--- src/rtl/fat32_pkg.sv ---
// Shared constants and types for the FAT32 directory scanner.
// State encoding, entry offsets, markers and attribute masks.
package fat32_pkg;

  typedef enum logic [1:0] {
    S_IDLE,
    S_SCAN,
    S_DRAIN,
    S_REPORT
  } state_e;

  localparam int SECTOR_BYTES = 512;
  localparam logic [8:0] BYTE_LAST = 9'(SECTOR_BYTES - 1);

  localparam logic [4:0] OFF_NAME      = 5'd0;
  localparam logic [4:0] OFF_NAME_LAST = 5'd7;
  localparam logic [4:0] OFF_EXT       = 5'd8;
  localparam logic [4:0] OFF_EXT_LAST  = 5'd10;
  localparam logic [4:0] OFF_ATTR      = 5'd11;
  localparam logic [4:0] OFF_CLUS_HI0  = 5'd20;
  localparam logic [4:0] OFF_CLUS_HI1  = 5'd21;
  localparam logic [4:0] OFF_CLUS_LO0  = 5'd26;
  localparam logic [4:0] OFF_CLUS_LO1  = 5'd27;
  localparam logic [4:0] OFF_SIZE0     = 5'd28;
  localparam logic [4:0] OFF_SIZE1     = 5'd29;
  localparam logic [4:0] OFF_SIZE2     = 5'd30;
  localparam logic [4:0] OFF_SIZE3     = 5'd31;

  localparam logic [7:0] MARK_END = 8'h00;
  localparam logic [7:0] MARK_DEL = 8'hE5;

  localparam logic [7:0] ATTR_LFN = 8'h0F;
  localparam logic [7:0] ATTR_VOL = 8'h08;
  localparam logic [7:0] ATTR_DIR = 8'h10;

  function automatic logic [7:0] sat_inc(input logic [7:0] v);
    return (v == 8'hFF) ? v : v + 8'd1;
  endfunction

endpackage

--- src/rtl/fat32_entry_match.sv ---
// Per-byte miss detector for one 32-byte directory entry.
// Flags name/ext mismatch, deleted marker and non-file attributes.
module fat32_entry_match
  import fat32_pkg::*;
(
  input  logic [4:0]  off,
  input  logic [7:0]  byte_in,
  input  logic [63:0] name,
  input  logic [23:0] ext,
  output logic        miss
);

  logic [2:0] nidx;
  logic [1:0] eidx;
  logic [7:0] nch;
  logic [7:0] ech;

  // pick the expected character for this offset and compare
  always_comb begin
    nidx = 3'd7 - off[2:0];
    eidx = 2'd2 - off[1:0];
    nch  = name[{nidx, 3'b000} +: 8];
    ech  = ext[{eidx, 3'b000} +: 8];
    miss = 1'b0;
    unique case (1'b1)
      (off <= OFF_NAME_LAST):
        miss = (byte_in != nch) ||
               ((off == OFF_NAME) && (byte_in == MARK_DEL));
      ((off >= OFF_EXT) && (off <= OFF_EXT_LAST)):
        miss = (byte_in != ech);
      (off == OFF_ATTR):
        miss = (byte_in == ATTR_LFN) ||
               ((byte_in & (ATTR_VOL | ATTR_DIR)) != 8'h00);
      default:
        miss = 1'b0;
    endcase
  end

endmodule

--- src/rtl/fat32_dir_scanner.sv ---
// FAT32 directory sector scanner: finds an 8.3 name in a byte stream.
// Reports start cluster and size of the first live matching file.
module fat32_dir_scanner
  import fat32_pkg::*;
(
  input  logic        clk,
  input  logic        rst,
  input  logic        start,
  input  logic [63:0] filename,
  input  logic [23:0] extension,
  input  logic [7:0]  byte_in,
  input  logic        byte_valid,
  input  logic        block_done,
  output logic        busy,
  output logic        next_sector,
  output logic        done,
  output logic        found,
  output logic [31:0] first_cluster,
  output logic [31:0] file_size,
  output logic [7:0]  sector_count
);

  state_e      state_q, state_d;
  logic [63:0] name_q, name_d;
  logic [23:0] ext_q, ext_d;
  logic [8:0]  cnt_q, cnt_d;
  logic        full_q, full_d;
  logic        miss_q, miss_d;
  logic [31:0] ccl_q, ccl_d;
  logic [31:0] csz_q, csz_d;
  logic        found_q, found_d;
  logic [31:0] fc_q, fc_d;
  logic [31:0] fs_q, fs_d;
  logic [7:0]  sc_q, sc_d;
  logic        ns_q, ns_d;
  logic        done_q, done_d;

  logic [4:0]  off;
  logic        byte_miss;
  logic        miss_now;

  assign off = cnt_q[4:0];

  fat32_entry_match u_match (
    .off     (off),
    .byte_in (byte_in),
    .name    (name_q),
    .ext     (ext_q),
    .miss    (byte_miss)
  );

  // next-state, byte processing and sector bookkeeping
  always_comb begin
    state_d  = state_q;
    name_d   = name_q;
    ext_d    = ext_q;
    cnt_d    = cnt_q;
    full_d   = full_q;
    miss_d   = miss_q;
    ccl_d    = ccl_q;
    csz_d    = csz_q;
    found_d  = found_q;
    fc_d     = fc_q;
    fs_d     = fs_q;
    sc_d     = sc_q;
    ns_d     = 1'b0;
    done_d   = 1'b0;
    miss_now = 1'b0;
    case (state_q)
      S_IDLE: begin
        if (start) begin
          state_d = S_SCAN;
          name_d  = filename;
          ext_d   = extension;
          found_d = 1'b0;
          fc_d    = '0;
          fs_d    = '0;
          sc_d    = '0;
          cnt_d   = '0;
          full_d  = 1'b0;
          miss_d  = 1'b0;
        end
      end
      S_SCAN: begin
        if (byte_valid && !full_q) begin
          miss_now = ((off == OFF_NAME) ? 1'b0 : miss_q) | byte_miss;
          miss_d   = miss_now;
          cnt_d    = cnt_q + 9'd1;
          if (cnt_q == BYTE_LAST) full_d = 1'b1;
          case (off)
            OFF_CLUS_HI0: ccl_d[23:16] = byte_in;
            OFF_CLUS_HI1: ccl_d[31:24] = byte_in;
            OFF_CLUS_LO0: ccl_d[7:0]   = byte_in;
            OFF_CLUS_LO1: ccl_d[15:8]  = byte_in;
            OFF_SIZE0:    csz_d[7:0]   = byte_in;
            OFF_SIZE1:    csz_d[15:8]  = byte_in;
            OFF_SIZE2:    csz_d[23:16] = byte_in;
            OFF_SIZE3:    csz_d[31:24] = byte_in;
            default: ;
          endcase
          if ((off == OFF_NAME) && (byte_in == MARK_END)) begin
            found_d = 1'b0;
            state_d = S_DRAIN;
          end else if ((off == OFF_SIZE3) && !miss_now) begin
            fc_d    = ccl_q;
            fs_d    = {byte_in, csz_q[23:0]};
            found_d = 1'b1;
            state_d = S_DRAIN;
          end
        end
        if (block_done) begin
          sc_d = sat_inc(sc_q);
          if (state_d == S_DRAIN) begin
            state_d = S_REPORT;
          end else begin
            cnt_d  = '0;
            full_d = 1'b0;
            ns_d   = 1'b1;
          end
        end
      end
      S_DRAIN: begin
        if (block_done) begin
          sc_d    = sat_inc(sc_q);
          state_d = S_REPORT;
        end
      end
      S_REPORT: begin
        done_d  = 1'b1;
        state_d = S_IDLE;
      end
      default: state_d = S_IDLE;
    endcase
  end

  // state and datapath registers
  always_ff @(posedge clk) begin
    if (rst) begin
      state_q <= S_IDLE;
      name_q  <= '0;
      ext_q   <= '0;
      cnt_q   <= '0;
      full_q  <= 1'b0;
      miss_q  <= 1'b0;
      ccl_q   <= '0;
      csz_q   <= '0;
      found_q <= 1'b0;
      fc_q    <= '0;
      fs_q    <= '0;
      sc_q    <= '0;
      ns_q    <= 1'b0;
      done_q  <= 1'b0;
    end else begin
      state_q <= state_d;
      name_q  <= name_d;
      ext_q   <= ext_d;
      cnt_q   <= cnt_d;
      full_q  <= full_d;
      miss_q  <= miss_d;
      ccl_q   <= ccl_d;
      csz_q   <= csz_d;
      found_q <= found_d;
      fc_q    <= fc_d;
      fs_q    <= fs_d;
      sc_q    <= sc_d;
      ns_q    <= ns_d;
      done_q  <= done_d;
    end
  end

  assign busy          = (state_q != S_IDLE);
  assign next_sector   = ns_q;
  assign done          = done_q;
  assign found         = found_q;
  assign first_cluster = fc_q;
  assign file_size     = fs_q;
  assign sector_count  = sc_q;

endmodule

--- config.mk ---
export PLATFORM = sky130hd
export DESIGN_NAME = fat32_dir_scanner
export DESIGN_NICKNAME = d
export VERILOG_FILES = /design/src/rtl/fat32_pkg.sv /design/src/rtl/fat32_entry_match.sv /design/src/rtl/fat32_dir_scanner.sv
export SDC_FILE = /design/constraint.sdc
export NUM_CORES = 1
export LEC_CHECK = 0
export CAP_MARGIN = 15
export CORE_UTILIZATION = 52
export CTS_CLUSTER_SIZE = 10
export DETAILED_ROUTE_END_ITERATION = 8
export GPL_TIMING_DRIVEN = 0
export PLACE_DENSITY = 0.87
export SETUP_SLACK_MARGIN = 0.2
export SYNTH_ARGS = -nofsm -noshare
export SYNTH_HDL_FRONTEND = slang
export SYNTH_SLANG_ARGS = --single-unit
--- constraint.sdc ---
create_clock -name clk -period 4.1 [get_ports clk]
set_clock_uncertainty 0.2 [all_clocks]
set_input_delay 0.615 -clock clk [delete_from_list [all_inputs] [get_ports clk]]
set_output_delay 0.615 -clock clk [all_outputs]
set_load 0.01 [all_outputs]
==> results.yml <==
status:
  status: "finished clean"
worst_setup_path:
  worstSetupPathType: "in2reg"
  cp_data_required_time_ns: 4.34
  r2r_start: "cnt_q[1]$_SDFFE_PP0P_"
  start_kind: "input pin"
  cp-startpoint: "byte_in[2]"
  crit_path_end_kind: "register"
  r2r_end: "first_cluster[18]$_SDFFE_PP0P_"
  rrSetupSlack_ns: 0.46
  crit_fanout: 10
  critPathArrivalTime_ns: 3.88
  rr_worst_depth: 12
logic_synthesis:
  syn_area_per_cell_sq_um: 9.04
  synth_edf_count: 0
  syn_area_sq_mm: 0.00962
  ys_seq_area_share_pct: 48.3
  yosys.area_share.simple_pct: 17.4
  syn_nets: 1176
  synth_top_family_by_area: "simple AND/OR/NAND/NOR gates"
  synth_compound_area_share_pct: 12.9
  synth_mux_area_share_pct: 14.1
  synth_cells: 1064
  async_reset_ff_share_pct: 0
  synthAdderAreaFrac_pct: 1.43
  yosys_most_used_dff: "dfxtp_1"
  yosysWarnings: 0
  yosys.cell_types.count: 56
  synth-xor-area-share_pct: 2.09
  yosys_register_bits: 232
  synthTopCellsByArea: "dfxtp_1 (48%), mux2i_1 (12%), nand2_1 (9.8%)"
  synth_top_area_share_pct: 48.3
  synth_top_cell_by_area: "dfxtp_1"
cts:
  clk_latency_ns: 0.53
  root_buffer: "clkbuf_16"
  clock-sinks: 232
  htree_levels: 1
  cts_made_buffers: 27
  clk_path_buf_depth: 3
  cts_hold_buf: 0
  clk_pin_slew_ns: 0.05
  cts_tree: "done"
job:
  maxCapViolations: 0
routing:
  vias: 8520
  drt-initial-drc-count: 602
  finalWirelength_um: 26000
  wire_per_inst_um: 17.3
  viasPerCell: 5.68
  first_pass_iters: 5
  ant_nets: 0
  drc: 0
timing:
  worstMarginPinSlew_ns: 0.982
  report.final.slew_viol_count: 0
  slew_headroom_pct: 34.3
  fmax_mhz: 274
  rsz0062_at_grt: "false"
  hold_viol_final: 0
  setup_viol: 0
  post-route-period-util_pct: 88.9
  fin_crit_ns: 3.64
  whs_ns: 0.252
  finalSetupTns_ns: 0
die:
  design.core.area_sq_mm: 0.0180
  chipHeight_um: 138
  start_util_pct: 53.4
  die_area_sq_mm: 0.0191
  row_count: 49
  die_w_um: 138
  ios: 177
layout:
  area_growth_pct: 28.7
  diodes: 0
  fin_area_sq_mm: 0.0124
  fin_cells: 1500
  final_nets: 1380
  drive_gt1_share_pct: 4.96
placement:
  dp.cells: 1468
  hpwlAfterDp_um: 18500
  gp_routability_congestion: 0.940
  dpl_cell_area_sq_mm: 0.0117
  portBuffers: 175
global_route:
  grtUsageTotal_pct: 27.0
  antenna_found_initial: 0
  grt_pass1_vias: 8359
  grt_max_degree: 14
  overflow: 0
  grt_pass1_wl_um: 42000
pwr:
  power.leakage_nw: 4.32
  ir_drop_v: 0.000289
  power.density_mw_per_mm2: 395
worst_hold_path:
  holdPathEnd: "ext_q[10]$_SDFFE_PP0P_"
  min_path_cells: 2
  hp-start: "ext_q[10]$_SDFFE_PP0P_"
  min_path_type: "reg2reg"
## layer usage
| layer | track usage, % | share of wire, % | wire [um] | up-vias |
|---|---|---|---|---|
| met5 | 0 | 0 | 0 | - |
| met4 | 10.5 | 3.1 | 795 | 0 |
| met3 | 3.84 | 7.2 | 1870 | 80 |
| met2 | 46.4 | 49 | 12600 | 385 |
| met1 | 34.2 | 41 | 10700 | 4010 |
| li1 | - | - | - | 4045 |
## where the power goes
part	switching, W	leakage, nW	internal, W
combinational	0.000280	2.08	0.000205
clock	0.000847	0.357	0.00120
sequential	0.0000417	1.88	0.00232
total	0.00117	4.32	0.00372
## layout make-up
class                      count  area (sq um)
buffer                        74           329
clock buffer                  30           707
clock inverter                 2          13.8
fill                        1382          5640
inverter                       9          33.8
multi-input combinational    749          4620
sequential                   232          4640
tap                          229           287
timing repair buffer         175          1750
## cell families (layout without fill, tap and decap cells)
kind of cell | Yosys count | in the layout
adder cells (fa/ha/maj) | 11 | 11
AO/OA/AOI/OAI | 192 | 192
buffers and inverters | 83 | 290
multiplexers | 123 | 123
AND/OR/NAND/NOR | 400 | 400
XOR/XNOR | 23 | 23
flip-flops | 232 | 232
## flip-flops by register name (all words and copies together), names as in the netlist, 8 cells and up, named ones only
name           cells
ccl_q             32
cnt_q              9
csz_q             24
ext_q             24
file_size         32
first_cluster     32
name_q            64
sector_count       8
## metrics by stage
stage	setup WS (ns)	power, W	util, %
after floorplan	0.934	0.00267	-
after global placement	0.0705	0.00287	64.7
after detailed placement	-0.0916	0.00288	64.7
after CTS	0.290	0.00489	68.7
after global routing	0.266	0.00506	68.7
final	0.456	0.00489	68.7
## worst max-delay path by stage
stage,to,slack [ns]
after floorplan,file_size[29]$_SDFFE_PP0P_,0.93
after global placement,first_cluster[3]$_SDFFE_PP0P_,0.07
after detailed placement,first_cluster[20]$_SDFFE_PP0P_,-0.09
after CTS,first_cluster[18]$_SDFFE_PP0P_,0.29
after global routing,first_cluster[4]$_SDFFE_PP0P_,0.27
final,first_cluster[18]$_SDFFE_PP0P_,0.46
## synthesized netlist by cell type, types with 6 or more instances
master / n
a21oi_1: 101
a22o_1: 40
a31oi_1: 6
buf_2: 7
clkbuf_1: 58
dfxtp_1: 232
ha_1: 11
inv_1: 9
mux2i_1: 113
mux4_2: 10
nand2_1: 251
nand2b_1: 10
nand3_1: 8
nand4_1: 6
nor2_1: 89
o21ai_0: 11
xnor2_1: 7
xor2_1: 16
## critical path, stage by stage
cell	delay (ns)
clkdlybuf4s50_1	0.59
clkbuf_1	0.61
a31oi_1	0.14
o21ai_0	0.18
a32oi_1	0.10
o32ai_2	0.40
nand4b_2	0.26
nor3_4	0.46
buf_6	0.25
mux2i_1	0.27
## cell usage in the layout, fill, tap and decap left out, types with 6 or more instances in the layout
cell | netlist | layout
clkbuf_16 | 0 | 27
a31oi_1 | 6 | 6
clkdlybuf4s50_1 | 0 | 175
o21ai_0 | 11 | 11
buf_2 | 7 | 7
xor2_1 | 16 | 16
a22o_1 | 40 | 40
ha_1 | 11 | 11
nand4_1 | 6 | 6
clkbuf_1 | 58 | 58
dfxtp_1 | 232 | 232
inv_1 | 9 | 9
nand2_1 | 251 | 251
nand2b_1 | 10 | 10
a21oi_1 | 101 | 101
nor2_1 | 89 | 89
xnor2_1 | 7 | 7
mux4_2 | 10 | 10
mux2i_1 | 113 | 113
nand3_1 | 8 | 8
## what timing repair did
item | in CTS | in global routing
setup endpoints to repair | 0 | 40
buffers inserted | 0 | 0
resized for setup | 0 | 2
Power figures use the tool's default switching activity.
